==> src/rtl/alu_sched.sv <==
// ---------------------------------------------------------------------------------------------
// alu_sched: shared-ALU scheduler.
//
// Two requesters (0 = core pipeline, 1 = convolution unit) compete for one combinational ALU.
// A round-robin arbiter grants one request at a time. The granted fields are latched and drive
// the ALU for one pass (normal op) or three passes with kernelsel 0,1,2 (sweep). In sweep mode
// the pass results are summed. The result and the final-pass CPSR are then returned on a
// valid/ready response channel.
//
// Ports:
//   clk, rst_n           clock, asynchronous active-low reset
//   req_valid_i[1:0]     per-requester request valid
//   req_ready_o[1:0]     per-requester accept (one-hot or zero, combinational, IDLE only)
//   req_opa_i/opb_i      operands, requester i in bits [i*BUS +: BUS]
//   req_funtype_i        FUNTYPE, 2 bits per requester
//   req_funcode_i        FUNCODE, 2 bits per requester
//   req_ksel_i           kernel select, 2 bits per requester (ignored in sweep)
//   req_sweep_i          per-requester sweep flag
//   alu_*_o              operands/controls to the ALU; hold their values outside EXEC
//   alu_result_i/cpsr_i  ALU outputs
//   rsp_valid_o/ready_i  response handshake
//   rsp_id_o             owner of the response
//   rsp_result_o         result, or wrapped sum of the three sweep passes
//   rsp_cpsr_o           CPSR of the final ALU pass
//   busy_o               high whenever the FSM is not in IDLE
// ---------------------------------------------------------------------------------------------
module alu_sched #(
   parameter int unsigned BUS = 4
) (
   input  logic               clk,
   input  logic               rst_n,
   input  logic [1:0]         req_valid_i,
   output logic [1:0]         req_ready_o,
   input  logic [2*BUS-1:0]   req_opa_i,
   input  logic [2*BUS-1:0]   req_opb_i,
   input  logic [3:0]         req_funtype_i,
   input  logic [3:0]         req_funcode_i,
   input  logic [3:0]         req_ksel_i,
   input  logic [1:0]         req_sweep_i,
   output logic [BUS-1:0]     alu_opa_o,
   output logic [BUS-1:0]     alu_opb_o,
   output logic [1:0]         alu_kernelsel_o,
   output logic [1:0]         alu_funtype_o,
   output logic [1:0]         alu_funcode_o,
   input  logic [BUS-1:0]     alu_result_i,
   input  logic [3:0]         alu_cpsr_i,
   output logic               rsp_valid_o,
   input  logic               rsp_ready_i,
   output logic               rsp_id_o,
   output logic [BUS-1:0]     rsp_result_o,
   output logic [3:0]         rsp_cpsr_o,
   output logic               busy_o
);

   typedef enum logic [1:0] {StIdle, StExec, StResp} state_e;

   state_e           state_q;
   logic             last_grant_q;
   logic             id_q;
   logic             sweep_q;
   logic [1:0]       pass_q;
   logic [BUS-1:0]   opa_q;
   logic [BUS-1:0]   opb_q;
   logic [1:0]       funtype_q;
   logic [1:0]       funcode_q;
   logic [1:0]       ksel_q;
   logic [BUS-1:0]   acc_q;
   logic [3:0]       cpsr_q;
   logic             rsp_valid_q;
   logic             busy_q;

   logic             grant;
   logic             accept;
   logic [BUS-1:0]   sel_opa;
   logic [BUS-1:0]   sel_opb;
   logic [1:0]       sel_funtype;
   logic [1:0]       sel_funcode;
   logic [1:0]       sel_ksel;
   logic             sel_sweep;

   // Round-robin: a lone requester wins; on a tie the one that did not own the last
   // completed response wins.
   always_comb begin
      grant = 1'b0;
      unique case (req_valid_i)
         2'b01:   grant = 1'b0;
         2'b10:   grant = 1'b1;
         2'b11:   grant = ~last_grant_q;
         default: grant = 1'b0;
      endcase
   end

   always_comb begin
      req_ready_o = 2'b00;
      if (state_q == StIdle) begin
         req_ready_o = req_valid_i & (grant ? 2'b10 : 2'b01);
      end
   end

   assign accept = |(req_ready_o & req_valid_i);

   // Field select for the granted requester.
   always_comb begin
      sel_opa     = grant ? req_opa_i[2*BUS-1:BUS] : req_opa_i[BUS-1:0];
      sel_opb     = grant ? req_opb_i[2*BUS-1:BUS] : req_opb_i[BUS-1:0];
      sel_funtype = grant ? req_funtype_i[3:2]     : req_funtype_i[1:0];
      sel_funcode = grant ? req_funcode_i[3:2]     : req_funcode_i[1:0];
      sel_ksel    = grant ? req_ksel_i[3:2]        : req_ksel_i[1:0];
      sel_sweep   = grant ? req_sweep_i[1]         : req_sweep_i[0];
   end

   always_ff @(posedge clk or negedge rst_n) begin
      if (!rst_n) begin
         state_q      <= StIdle;
         last_grant_q <= 1'b1;
         id_q         <= 1'b0;
         sweep_q      <= 1'b0;
         pass_q       <= 2'd0;
         opa_q        <= '0;
         opb_q        <= '0;
         funtype_q    <= 2'd0;
         funcode_q    <= 2'd0;
         ksel_q       <= 2'd0;
         acc_q        <= '0;
         cpsr_q       <= 4'd0;
         rsp_valid_q  <= 1'b0;
         busy_q       <= 1'b0;
      end else begin
         unique case (state_q)
            StIdle: begin
               if (accept) begin
                  opa_q     <= sel_opa;
                  opb_q     <= sel_opb;
                  funtype_q <= sel_funtype;
                  funcode_q <= sel_funcode;
                  ksel_q    <= sel_ksel;
                  sweep_q   <= sel_sweep;
                  id_q      <= grant;
                  pass_q    <= 2'd0;
                  busy_q    <= 1'b1;
                  state_q   <= StExec;
               end
            end
            StExec: begin
               // Sweep accumulation wraps; intermediate CPSRs are overwritten.
               acc_q  <= (pass_q == 2'd0) ? alu_result_i : acc_q + alu_result_i;
               cpsr_q <= alu_cpsr_i;
               if (sweep_q && (pass_q < 2'd2)) begin
                  pass_q <= pass_q + 2'd1;
               end else begin
                  rsp_valid_q <= 1'b1;
                  state_q     <= StResp;
               end
            end
            StResp: begin
               if (rsp_ready_i) begin
                  rsp_valid_q  <= 1'b0;
                  busy_q       <= 1'b0;
                  last_grant_q <= id_q;
                  state_q      <= StIdle;
               end
            end
            default: begin
               state_q <= StIdle;
            end
         endcase
      end
   end

   // ALU is fed straight from the latched fields so it holds steady outside EXEC.
   assign alu_opa_o       = opa_q;
   assign alu_opb_o       = opb_q;
   assign alu_funtype_o   = funtype_q;
   assign alu_funcode_o   = funcode_q;
   assign alu_kernelsel_o = sweep_q ? pass_q : ksel_q;

   assign rsp_valid_o  = rsp_valid_q;
   assign rsp_id_o     = id_q;
   assign rsp_result_o = acc_q;
   assign rsp_cpsr_o   = cpsr_q;
   assign busy_o       = busy_q;

endmodule

==> config.mk <==
export PLATFORM = sky130hd
export DESIGN_NAME = alu_sched
export DESIGN_NICKNAME = d
export VERILOG_FILES = /design/src/rtl/alu_sched.sv
export SDC_FILE = /design/constraint.sdc
export NUM_CORES = 1
export LEC_CHECK = 0
export BUFFER_PORTS_ARGS = -buffer_cell sky130_fd_sc_hd__buf_2
export CAP_MARGIN = 25
export CELL_PAD_IN_SITES_DETAIL_PLACEMENT = 1
export CELL_PAD_IN_SITES_GLOBAL_PLACEMENT = 1
export CORE_UTILIZATION = 34
export CTS_CLUSTER_DIAMETER = 200
export DETAILED_ROUTE_END_ITERATION = 8
export PLACE_DENSITY_LB_ADDON = 0.1
export SYNTH_ARGS = -nofsm -noshare
export SYNTH_HDL_FRONTEND = slang
export SYNTH_SLANG_ARGS = --single-unit
==> constraint.sdc <==
create_clock -name clk -period 2.1 [get_ports clk]
set_clock_uncertainty 0.2 [all_clocks]
set_input_delay 0.21 -clock clk [delete_from_list [all_inputs] [get_ports clk]]
set_output_delay 0.21 -clock clk [all_outputs]
set_load 0.01 [all_outputs]
==> metrics.txt <==
gr usage total 17.1%; area of the multi-input gates 704 um^2; Critical Path Sink Type primary output; die span in x 69.7 um; critical setup path kind reg2out; max-capacitance violation count 0; die boundary height 69.7 um; number of global-route vias before repair 1458; worst path buffer plus inverter count 2; number of placed I/O pins 70; clock share of power between 10% and 20%; DR pass1 iterations 4; worst hold-check slack ~0.0033 ns; total number of vias 1398; Power Internal 1730 uW; Initial Utilization 35.5%; antenna violations before repair 0; register area 777 um^2; clock insertion delay at the later pin of the skew report 0.28 ns; static leakage power 0.00110 uW; Max VDD drop 0.443 mV; crit path DAT 1.40 ns; row cnt 24; routability congestion estimate from global placement 0.731; largest net degree at the start of global routing 32; number of vias per cell after detailed routing approximately 4.9; sequential share of power 37.7%; buffer type at the clock tree root sky130_fd_sc_hd__clkbuf_8; combinational group share of total power 46.1%; RSZ-0062 raised after global routing no; final setup violation count 0; outcome completed; total number of H-tree levels 2; Num CTS Buffers 5; relative area change from synthesis to final layout 33.4%; CTS max path bufs 2; worst slew pin tran just under 0.7 ns; global-route congestion overflow total 0; required time at the worst-slack endpoint 1.69 ns; TNS Setup 0 ns; First DRT Iteration DRCs 34; number of different library cells in the post-synthesis netlist 33; Power Density 1410 nW/um^2; global-route wire length before repair 6620 um; IO buf count 69; Final Util 47.4%; clock-pin slew reported for the worst setup and hold paths after clock tree synthesis 0.06 ns; sequence of cells on the critical path a21boi_2 > buf_4 > and2_1 > buf_2; number of standard cells after synthesis 160; fill cell instance count of the final layout 530; FF+latch count, synth 31; CTS sink cnt 31; DRC violation count after routing 0; switch share 40.7%; Final ANT Viol Nets 0; Mapped Nets ~210; core area between 4000 and 5000 um^2; worst min-delay path category in2reg; commonest non-fill, non-tap cell in the layout sky130_fd_sc_hd__buf_2; Net count, final 284; TritonCTS clock tree built; area of the die between 4000 and 5000 um^2; setup fix buffers added after clock tree synthesis 0; Final HPWL DP 2940 um; DP Cell Count 276; final worst path period need approximately 1.8 ns; max frequency 0.552 GHz; Psw between 1000 and 1500 uW; critical path launch point type flip-flop; fraction of layout instances using a drive strength above 1 36.0%; cell area after synthesis 1560 um^2; CP max FO 17; CP delay by family, top flip-flops; CP max stage cell sky130_fd_sc_hd__dfstp_2; relative max-transition margin 53.8%; synthesis warning total 0; final clock period utilization by the worst path 86.3%; total power approximately 3000 uW; average cell area after synthesis slightly below 10 um^2; Final Hold Violating Endpoints 0; max-slew violation count 0; non-filler instance count after layout 288; maximum single-stage delay on the critical path 0.54 ns; most frequent cells in the layout sky130_fd_sc_hd__buf_2 (69), sky130_fd_sc_hd__nand2_1 (36), sky130_fd_sc_hd__dfrtp_1 (30); Routed Wire Length just under 4000 um; portion of the post-synthesis area used by sequential elements approximately 50%; antenna cells 0; detailed-route wire length per cell 13.4 um
per-stage QoR:
| stage | instance area (um^2) | setup slack (ns) |
|---|---|---|
| 2_1_floorplan | 1560 | 0.458 |
| 3_3_place_gp | 1940 | 0.472 |
| 3_5_place_dp | 1940 | 0.355 |
| 4_1_cts | 2080 | 0.274 |
| 5_1_grt | 2080 | 0.187 |
| 6_report | 2080 | 0.289 |
registers in the layout, indices dropped and copies added, names as in the netlist:
register,cells
alu_funcode_o,2
rsp_result_o,4
rsp_id_o,1
rsp_valid_o,1
sweep_q,1
rsp_cpsr_o,4
alu_funtype_o,2
pass_q,2
state_q,2
busy_o,1
alu_opa_o,4
alu_opb_o,4
last_grant_q,1
ksel_q,2
worst min-delay path: cells and delay by family:
| family | cells | cell delay [ns] |
|---|---|---|
| compound gates | 1 | 0.11 |
| buf+inv | 1 | 0.07 |
| mux | 1 | 0.05 |
power groups by stage:
| stage | combinational, uW | sequential (uW) | clock [uW] |
|---|---|---|---|
| after global placement | 1290 | 1090 | 0 |
| after floorplan | 779 | 1180 | 0 |
| after global routing | 1530 | 1150 | 511 |
| after detailed placement | 1360 | 1110 | 0 |
| final | 1350 | 1100 | 475 |
| after CTS | 1370 | 1110 | 489 |
logic make-up (layout without fill, tap and decap cells):
logic type | after synthesis | in the layout | share of synthesized area (%)
AND/OR/NAND/NOR | 53 | 53 | 14.5
XOR/XNOR | 1 | 1 | 0.562
multiplexers | 19 | 19 | 12.4
adder cells (fa/ha/maj) | 5 | 5 | 4.50
flip-flops | 31 | 31 | 49.9
buffers and inverters | 15 | 91 | 5.14
AO/OA/AOI/OAI | 36 | 36 | 13.0
worst paths after layout:
kind	start	to	slack, ns	cells after the start
min in group asynchronous	rst_n	rsp_result_o[1]	0.31	2
hold / removal	req_funcode_i[0]	alu_funcode_o[0]	0.003	3
setup / recovery	last_grant_q	req_ready_o[1]	0.29	4
setup reg to reg	rsp_result_o[0]	rsp_result_o[2]	0.34	7
hold reg to reg	busy_o	busy_o	0.27	2
max in group asynchronous	rst_n	alu_funcode_o[1]	0.94	2
synth_stat cells:
master	instances	area (um^2)
sky130_fd_sc_hd__mux2i_1	16	160
sky130_fd_sc_hd__nor2_1	6	22.5
sky130_fd_sc_hd__mux2_2	2	22.5
sky130_fd_sc_hd__o21ai_0	5	25.0
sky130_fd_sc_hd__mux2_1	1	11.3
sky130_fd_sc_hd__clkbuf_1	1	3.75
sky130_fd_sc_hd__o22ai_1	1	6.26
sky130_fd_sc_hd__a21boi_2	1	11.3
sky130_fd_sc_hd__dfstp_2	1	26.3
sky130_fd_sc_hd__nand4_1	1	6.26
sky130_fd_sc_hd__nor3_1	1	5.00
sky130_fd_sc_hd__a21o_1	2	15.0
sky130_fd_sc_hd__dfrtp_1	30	751
sky130_fd_sc_hd__o21ai_1	18	90.1
sky130_fd_sc_hd__nor3b_1	1	7.51
sky130_fd_sc_hd__or2_2	1	6.26
sky130_fd_sc_hd__nand3_1	2	10.0
sky130_fd_sc_hd__a21oi_1	5	25.0
sky130_fd_sc_hd__and3_1	1	6.26
sky130_fd_sc_hd__nand3b_1	1	7.51
sky130_fd_sc_hd__nand2_1	36	135
sky130_fd_sc_hd__and2_1	1	6.26
sky130_fd_sc_hd__buf_8	1	15.0
sky130_fd_sc_hd__a211oi_1	3	22.5
sky130_fd_sc_hd__nor2b_1	1	6.26
sky130_fd_sc_hd__fa_1	1	20.0
sky130_fd_sc_hd__buf_4	2	15.0
sky130_fd_sc_hd__nand2b_1	1	6.26
sky130_fd_sc_hd__buf_2	4	20.0
sky130_fd_sc_hd__ha_1	4	50.1
sky130_fd_sc_hd__o21a_1	1	7.51
sky130_fd_sc_hd__xor2_1	1	8.76
sky130_fd_sc_hd__inv_1	7	26.3
metal layers:
metal,routed length [um],share of wire (%),GRT usage (%)
met1,1620,42,19.5
met2,1950,51,30.4
met3,228,5.9,5.52
met4,48,1.2,5.33
met5,0,0,0
what timing repair did:
item                                   4_1_cts  5_1_grt
hold buffers                                 5        0
resized for setup                            0        0
endpoints found under the hold margin       34        0
area by class of cell:
type	instances	area share (%)
Timing Repair Buffer	77	20.1
Sequential cell	31	37.4
Inverter	7	1.26
Tap cell	52	3.13
Clock inverter	1	0.241
Clock buffer	6	3.97
Multi-Input combinational cell	114	33.9
Note: power is estimated with default switching activity, not from simulation.
